$ cat config.mk
export PLATFORM = sky130hd
export DESIGN_NAME = move_issuer
export DESIGN_NICKNAME = d
export VERILOG_FILES = /design/src/rtl/game_pkg.sv /design/src/rtl/move_lfsr.sv /design/src/rtl/move_issuer.sv
export SDC_FILE = /design/constraint.sdc
export NUM_CORES = 1
export LEC_CHECK = 0
export CORE_ASPECT_RATIO = 1.75
export CORE_MARGIN = 5
export CORE_UTILIZATION = 63
export CTS_CLUSTER_SIZE = 24
export DETAILED_ROUTE_END_ITERATION = 7
export DONT_BUFFER_PORTS = 1
export GPL_ROUTABILITY_DRIVEN = 0
export PLACE_DENSITY_LB_ADDON = 0.2
export SLEW_MARGIN = 30
export SYNTH_ARGS = -nofsm -noshare
export SYNTH_HDL_FRONTEND = slang
export SYNTH_HIERARCHICAL = 1
export SYNTH_SLANG_ARGS = --single-unit
$ cat constraint.sdc
create_clock -name clk -period 2.3 [get_ports clk]
set_input_delay 0.345 -clock clk [delete_from_list [all_inputs] [get_ports clk]]
set_output_delay 0.345 -clock clk [all_outputs]
set_load 0.05 [all_outputs]
$ cat src/rtl/game_pkg.sv
// rtl/game_pkg.sv - shared constants, state encoding and move bits for the move game
package game_pkg;

  localparam int MOVE_W    = 13;
  localparam int FREQ_W    = 29;
  localparam int NUM_MOVES = 13;
  localparam int SCORE_W   = 8;

  typedef enum logic [2:0] {
    IDLE,
    ISSUE,
    WAIT,
    GAP,
    OVER
  } state_t;

  // Bits 4:0 map to the push buttons, bits 12:5 to the slide switches.
  localparam logic [MOVE_W-1:0] BTN0 = 13'h0001;
  localparam logic [MOVE_W-1:0] BTN1 = 13'h0002;
  localparam logic [MOVE_W-1:0] BTN2 = 13'h0004;
  localparam logic [MOVE_W-1:0] BTN3 = 13'h0008;
  localparam logic [MOVE_W-1:0] BTN4 = 13'h0010;
  localparam logic [MOVE_W-1:0] SW0  = 13'h0020;
  localparam logic [MOVE_W-1:0] SW1  = 13'h0040;
  localparam logic [MOVE_W-1:0] SW2  = 13'h0080;
  localparam logic [MOVE_W-1:0] SW3  = 13'h0100;
  localparam logic [MOVE_W-1:0] SW4  = 13'h0200;
  localparam logic [MOVE_W-1:0] SW5  = 13'h0400;
  localparam logic [MOVE_W-1:0] SW6  = 13'h0800;
  localparam logic [MOVE_W-1:0] SW7  = 13'h1000;

endpackage

$ cat src/rtl/move_lfsr.sv
// rtl/move_lfsr.sv - free-running 16-bit Fibonacci LFSR with a mod-13 move index
module move_lfsr
  import game_pkg::*;
#(
  parameter logic [15:0] SEED = 16'hACE1
) (
  input  logic       clk,
  input  logic       rst_n,
  output logic [3:0] idx
);

  logic [15:0] r_lfsr;
  logic        w_fb;
  logic [3:0]  w_low;

  // Taps for x^16+x^14+x^13+x^11+1 in right-shifting form.
  assign w_fb  = r_lfsr[0] ^ r_lfsr[2] ^ r_lfsr[3] ^ r_lfsr[5];
  assign w_low = r_lfsr[3:0];
  assign idx   = (w_low >= 4'(NUM_MOVES)) ? w_low - 4'(NUM_MOVES) : w_low;

  always_ff @(posedge clk or negedge rst_n) begin
    if (!rst_n) begin
      r_lfsr <= SEED;
    end else begin
      r_lfsr <= {w_fb, r_lfsr[15:1]};
    end
  end

endmodule

$ cat src/rtl/move_issuer.sv
// rtl/move_issuer.sv - issues random one-hot moves to the checker, keeps score and window
// Optional MOVE_NO_REPEAT_EN: forbids the same move twice in a row within a game.
module move_issuer
  import game_pkg::*;
#(
  parameter logic [FREQ_W-1:0] FREQ_INIT  = 29'd100_000_000,
  parameter logic [FREQ_W-1:0] FREQ_STEP  = 29'd5_000_000,
  parameter logic [FREQ_W-1:0] FREQ_MIN   = 29'd25_000_000,
  parameter logic [FREQ_W-1:0] GAP_CYCLES = 29'd50_000_000,
  parameter logic [15:0]       LFSR_SEED  = 16'hACE1
) (
  input  logic               clk,
  input  logic               rst_n,
  input  logic               game_start,
  input  logic               ready,
  input  logic               correct,
  output logic               start,
  output logic [MOVE_W-1:0]  move,
  output logic [FREQ_W-1:0]  play_freq,
  output logic [SCORE_W-1:0] score,
  output logic               busy,
  output logic               game_over
);

  localparam logic [FREQ_W-1:0] GAP_LAST =
    (GAP_CYCLES == '0) ? '0 : GAP_CYCLES - 29'd1;

  state_t             r_state, w_next;
  logic [3:0]         w_idx_raw, w_idx;
  logic [MOVE_W-1:0]  r_move;
  logic [FREQ_W-1:0]  r_freq, r_gap_cnt;
  logic [SCORE_W-1:0] r_score;
  logic               r_first_wait;
  logic               w_new_game, w_verdict, w_enter_issue;

  move_lfsr #(.SEED(LFSR_SEED)) u_lfsr (
    .clk   (clk),
    .rst_n (rst_n),
    .idx   (w_idx_raw)
  );

  always_comb begin
    w_next     = r_state;
    w_new_game = 1'b0;
    w_verdict  = 1'b0;
    case (r_state)
      IDLE, OVER: begin
        if (game_start) begin
          w_next     = ISSUE;
          w_new_game = 1'b1;
        end
      end
      ISSUE: w_next = WAIT;
      WAIT: begin
        // The checker may still show the previous verdict in the first WAIT cycle.
        if (ready && !r_first_wait) begin
          w_verdict = 1'b1;
          w_next    = correct ? GAP : OVER;
        end
      end
      GAP: begin
        if (r_gap_cnt == GAP_LAST) w_next = ISSUE;
      end
      default: w_next = IDLE;
    endcase
  end

  assign w_enter_issue = (w_next == ISSUE);

`ifdef MOVE_NO_REPEAT_EN
  logic [3:0] r_prev_idx;
  logic       r_prev_vld;
  logic       w_repeat;

  assign w_repeat = r_prev_vld && !w_new_game && (w_idx_raw == r_prev_idx);
  assign w_idx    = !w_repeat ? w_idx_raw :
                    (w_idx_raw == 4'(NUM_MOVES - 1)) ? 4'd0 : w_idx_raw + 4'd1;

  always_ff @(posedge clk or negedge rst_n) begin
    if (!rst_n) begin
      r_prev_idx <= '0;
      r_prev_vld <= 1'b0;
    end else if (w_enter_issue) begin
      r_prev_idx <= w_idx;
      r_prev_vld <= 1'b1;
    end
  end
`else
  assign w_idx = w_idx_raw;
`endif

  always_ff @(posedge clk or negedge rst_n) begin
    if (!rst_n) begin
      r_state      <= IDLE;
      r_move       <= '0;
      r_freq       <= FREQ_INIT;
      r_score      <= '0;
      r_gap_cnt    <= '0;
      r_first_wait <= 1'b0;
    end else begin
      r_state      <= w_next;
      r_first_wait <= (r_state == ISSUE);
      r_gap_cnt    <= (r_state == GAP && w_next == GAP) ? r_gap_cnt + 29'd1 : '0;
      if (w_enter_issue) r_move <= MOVE_W'(1) << w_idx;
      if (w_new_game) begin
        r_score <= '0;
        r_freq  <= FREQ_INIT;
      end else if (w_verdict && correct) begin
        r_score <= (r_score == '1) ? r_score : r_score + 8'd1;
        r_freq  <= (r_freq >= FREQ_MIN + FREQ_STEP) ? r_freq - FREQ_STEP : FREQ_MIN;
      end
    end
  end

  assign start     = (r_state == ISSUE);
  assign move      = r_move;
  assign play_freq = r_freq;
  assign score     = r_score;
  assign busy      = (r_state == ISSUE) || (r_state == WAIT) || (r_state == GAP);
  assign game_over = (r_state == OVER);

endmodule
==> flow_results.xml <==
<?xml version="1.0" encoding="UTF-8"?>
<metrics>
  <group name="status">
    <metric name="outcome" unit="">complete, but fails checks</metric>
    <metric name="violations" unit="">negative hold slack</metric>
  </group>
  <group name="global_routing">
    <metric name="via_count_of_the_first_global_routing_pass" unit="">3543</metric>
    <metric name="grt_usage" unit="%">23.8</metric>
    <metric name="grt_max_degree" unit="">94</metric>
    <metric name="grt_overflow_total" unit="">0</metric>
    <metric name="antenna_found_initial" unit="">0</metric>
    <metric name="global_route_wire_length_before_repair" unit="µm">16600</metric>
  </group>
  <group name="die">
    <metric name="placeable_core_area" unit="µm²">7180</metric>
    <metric name="rows" unit="">41</metric>
    <metric name="die_w" unit="µm">74.6</metric>
    <metric name="floorplan.io_pins" unit="">58</metric>
    <metric name="die_height" unit="µm">123</metric>
    <metric name="initial_core_util" unit="%">64.1</metric>
    <metric name="floorplan.die_area" unit="µm²">9180</metric>
  </group>
  <group name="critical_path">
    <metric name="critical-path-max-stage-delay" unit="ns">0.61</metric>
    <metric name="reg2reg_slack" unit="ns">0.12</metric>
    <metric name="worstSetupStartpointType" unit="">flip-flop</metric>
    <metric name="critical_path_peak_fanout" unit="">8</metric>
    <metric name="crit_required" unit="ns">2.55</metric>
    <metric name="timing.setup.critical_path_class" unit="">reg2reg</metric>
    <metric name="r2r-end" unit="">play_freq[21]$_DFFE_PN1P_</metric>
    <metric name="crit_chain" unit="">nand4_1, nor4_1, a21oi_1, a21oi_2, buf_4, a21o_1, nand2_1</metric>
    <metric name="critical-path-top-delay-family" unit="">compound AO/OA/AOI/OAI gates</metric>
    <metric name="crit_path_top_delay_cell" unit="">sky130_fd_sc_hd__dfstp_2</metric>
    <metric name="cp.buffers_inverters" unit="">1</metric>
    <metric name="timing.rr.start" unit="">play_freq[15]$_DFFE_PN1P_</metric>
    <metric name="endpoint_kind" unit="">flip-flop</metric>
    <metric name="reg2reg_depth" unit="">7</metric>
    <metric name="critPathArrivalTime" unit="ns">2.44</metric>
  </group>
  <group name="clock_tree">
    <metric name="cts.reportedPaths.clkPinSlew" unit="ns">0.06</metric>
    <metric name="clkSinkCount" unit="">93</metric>
    <metric name="cts_setup_buffers" unit="">0</metric>
    <metric name="ctsHtreeMaxLevel" unit="">3</metric>
    <metric name="clock_insertion_delay_worst_skew" unit="ns">0.34</metric>
    <metric name="clock-root-buffer" unit="">sky130_fd_sc_hd__clkbuf_16</metric>
    <metric name="clockBufferDepth" unit="">2</metric>
    <metric name="tritoncts" unit="">yes</metric>
    <metric name="cts-buffers-inserted" unit="">9</metric>
  </group>
  <group name="drt">
    <metric name="drcViolationCount" unit="">0</metric>
    <metric name="route.vias.total" unit="">3437</metric>
    <metric name="avgViaCountPerCell" unit="">5.96</metric>
    <metric name="route.detailed.wl_per_inst" unit="µm">17.4</metric>
    <metric name="drtAntennaViolNets" unit="">0</metric>
    <metric name="detail_route.wirelength" unit="µm">10000</metric>
    <metric name="drt_first_pass_iters" unit="">4</metric>
    <metric name="drtIter0Drc" unit="">181</metric>
  </group>
  <group name="sta">
    <metric name="final-hold-violation-count" unit="">93</metric>
    <metric name="final.setup_skew" unit="ns">0.00761</metric>
    <metric name="timing.slew.headroom" unit="%">54.9</metric>
    <metric name="grt_setup_unrepaired" unit="">no</metric>
    <metric name="final.period_utilization" unit="%">95.0</metric>
    <metric name="fin_setup_tns" unit="ns">0</metric>
    <metric name="worst_slew_pin_slew" unit="ns">0.670</metric>
    <metric name="finalSetupViolations" unit="">0</metric>
    <metric name="max_clock_freq" unit="GHz">0.458</metric>
    <metric name="min_period" unit="ns">2.18</metric>
    <metric name="maxSlewViolCount" unit="">0</metric>
    <metric name="worst_hold_slack" unit="ns">-0.308</metric>
  </group>
  <group name="synthesis">
    <metric name="share_of_synthesized_cell_area_in_full_adder_half_adder_and_majority_cells" unit="%">1.63</metric>
    <metric name="register_bit_total_from_synthesis" unit="">93</metric>
    <metric name="synth.yosys.warnings" unit="">6</metric>
    <metric name="synth-edff-count" unit="">0</metric>
    <metric name="ys_top_cells_by_area" unit="">sky130_fd_sc_hd__dfrtp_1 (40%), sky130_fd_sc_hd__dfstp_2 (11%), sky130_fd_sc_hd__xor2_1 (5.5%)</metric>
    <metric name="synth-seq-area-share" unit="%">51.1</metric>
    <metric name="post_synth_instance_area" unit="µm²">4600</metric>
    <metric name="synth_simple_gate_area_share" unit="%">22.5</metric>
    <metric name="synth.lib_cells_used.distinct" unit="">65</metric>
    <metric name="synth-compound-area-share" unit="%">8.78</metric>
    <metric name="syn_inst_count" unit="">446</metric>
    <metric name="yosys.area_share.xor_xnor" unit="%">9.13</metric>
    <metric name="synth.top_cell.area_share" unit="%">39.7</metric>
    <metric name="post-synth-top-area-cell" unit="">sky130_fd_sc_hd__dfrtp_1</metric>
    <metric name="synth.avg_cell_area" unit="µm²">10.3</metric>
    <metric name="dominantRegCellSynth" unit="">sky130_fd_sc_hd__dfrtp_1</metric>
    <metric name="synthMuxAreaShare" unit="%">3.62</metric>
    <metric name="synth_async_sr_flop_share" unit="%">100</metric>
    <metric name="synth_top_family_by_area" unit="">simple AND/OR/NAND/NOR gates</metric>
  </group>
  <group name="flow_run">
    <metric name="cap_violations" unit="">0</metric>
  </group>
  <group name="placement">
    <metric name="placement.io_buffers" unit="">0</metric>
    <metric name="hpwlAfterDp" unit="µm">7280</metric>
  </group>
  <group name="cells_and_area">
    <metric name="antenna-diode-count" unit="">0</metric>
    <metric name="drive_gt1_share" unit="%">20.2</metric>
    <metric name="num-nets-final" unit="">497</metric>
    <metric name="area_delta_synth_final" unit="%">13.5</metric>
  </group>
  <group name="min_path">
    <metric name="hold_path_class" unit="">in2async</metric>
  </group>
  <group name="pwr">
    <metric name="power_density_cells" unit="nW/µm²">1180</metric>
    <metric name="power.leakage" unit="µW">0.00232</metric>
    <metric name="vdd_ir_drop_max" unit="µV">583</metric>
    <metric name="power.total" unit="µW">6190</metric>
  </group>
</metrics>
## worst max-delay path by stage
stage | startpoint | end | slack (ns) | depth (start not counted)
6_report | play_freq[15]$_DFFE_PN1P_ | play_freq[21]$_DFFE_PN1P_ | 0.12 | 7
5_1_grt | play_freq[8]$_DFFE_PN1P_ | play_freq[25]$_DFFE_PN0P_ | 0.06 | 6
3_3_place_gp | r_gap_cnt[0]$_DFF_PN0_ | move[0]$_DFFE_PN0N_ | 0.22 | 7
2_1_floorplan | r_state[0]$_DFF_PN0_ | start | 0.18 | 2
3_5_place_dp | r_gap_cnt[0]$_DFF_PN0_ | move[11]$_DFFE_PN0N_ | 0.14 | 7
4_1_cts | r_gap_cnt[0]$_DFF_PN0_ | move[0]$_DFFE_PN0N_ | 0.12 | 7
## power breakdown
part           total [µW]  switching, µW  internal [µW]
Clock                1330            600            730
Combinational        2530           1720            807
Sequential           2330            371           1960
## Yosys cell counts, types with 3 or more instances
library cell and instances:
sky130_fd_sc_hd__o21ai_1 4, sky130_fd_sc_hd__a21oi_1 20, sky130_fd_sc_hd__inv_1 13, sky130_fd_sc_hd__mux2_1 13, sky130_fd_sc_hd__xnor2_1 19, sky130_fd_sc_hd__and2_1 5
sky130_fd_sc_hd__o21ai_0 5, sky130_fd_sc_hd__and3_1 4, sky130_fd_sc_hd__nand2b_1 8, sky130_fd_sc_hd__nor2_2 6, sky130_fd_sc_hd__nor3_1 13, sky130_fd_sc_hd__buf_2 5
sky130_fd_sc_hd__nand4_1 10, sky130_fd_sc_hd__a211oi_1 3, sky130_fd_sc_hd__dfstp_2 20, sky130_fd_sc_hd__o211ai_1 3, sky130_fd_sc_hd__nor4_1 5, sky130_fd_sc_hd__and4_1 3
sky130_fd_sc_hd__dfrtp_1 73, sky130_fd_sc_hd__nand3_1 19, sky130_fd_sc_hd__xor2_1 29, sky130_fd_sc_hd__nor3b_1 3, sky130_fd_sc_hd__ha_1 6, sky130_fd_sc_hd__nand2_1 42
sky130_fd_sc_hd__clkbuf_1 3, sky130_fd_sc_hd__a21o_1 3, sky130_fd_sc_hd__nor2_1 57, sky130_fd_sc_hd__buf_4 6
## flip-flops by register name, indices dropped and copies added (netlist names)
signal         cells
r_state            3
play_freq         23
r_gap_cnt         29
score              8
r_first_wait       1
u_lfsr/r_lfsr     16
move              13
## cells by family after synthesis
group,count (synthesis)
xor+xnor,48
buf+inv,29
mux,15
flops,93
simple gates,195
other cells,1
fa+ha+maj,6
compound gates,59
## layout make-up
cell class	count	area [µm²]
clock buffers	10	229
clock inverters	6	38.8
fillers	510	1960
inverters	14	52.6
multi-input cells	329	2140
flip-flops and latches	93	2350
well taps	86	108
repair buffers	39	305
## through the flow
stage	cell area, µm²	setup slack, ns	std cells	util [%]
final	5220	0.116	577	72.7
after global placement	4950	0.216	561	68.9
after CTS	5220	0.119	577	72.6
after global routing	5220	0.0648	577	72.7
after detailed placement	4950	0.140	561	68.9
after floorplan	4620	0.182	451	-
## what timing repair did
action / 4_1_cts / 5_1_grt
gates resized for setup: 0 / 1
setup endpoints to repair: 0 / 13
hold endpoints to repair: 93 / 93
## layer usage
metal	wire length [µm]	global-route usage [%]	vias to the layer above
met1	3740	26.0	1713
met3	414	3.17	32
met4	388	14.9	0
met5	0	0	-
met2	5490	42.0	84
li1	-	-	1608
## layout by cell type (no fill, tap or decap), types with 4 or more instances in the layout
cell type,netlist,layout
sky130_fd_sc_hd__conb_1,1,6
sky130_fd_sc_hd__ha_1,6,6
sky130_fd_sc_hd__inv_1,13,13
sky130_fd_sc_hd__clkbuf_16,0,9
sky130_fd_sc_hd__nand2_1,42,42
sky130_fd_sc_hd__mux2_1,13,13
sky130_fd_sc_hd__dfrtp_1,73,73
sky130_fd_sc_hd__nor2_2,6,6
sky130_fd_sc_hd__and2_1,5,5
sky130_fd_sc_hd__nor2_1,57,57
sky130_fd_sc_hd__o21ai_0,5,5
sky130_fd_sc_hd__o21ai_1,4,4
sky130_fd_sc_hd__nand3_1,19,19
sky130_fd_sc_hd__xnor2_1,19,19
sky130_fd_sc_hd__nor3_1,13,13
sky130_fd_sc_hd__nor4_1,5,5
sky130_fd_sc_hd__buf_4,6,38
sky130_fd_sc_hd__a21oi_1,20,20
sky130_fd_sc_hd__nand2b_1,8,8
sky130_fd_sc_hd__and3_1,4,4
sky130_fd_sc_hd__dfstp_2,20,20
sky130_fd_sc_hd__xor2_1,29,29
sky130_fd_sc_hd__nand4_1,10,10
Note: power is estimated with default switching activity, not from simulation.
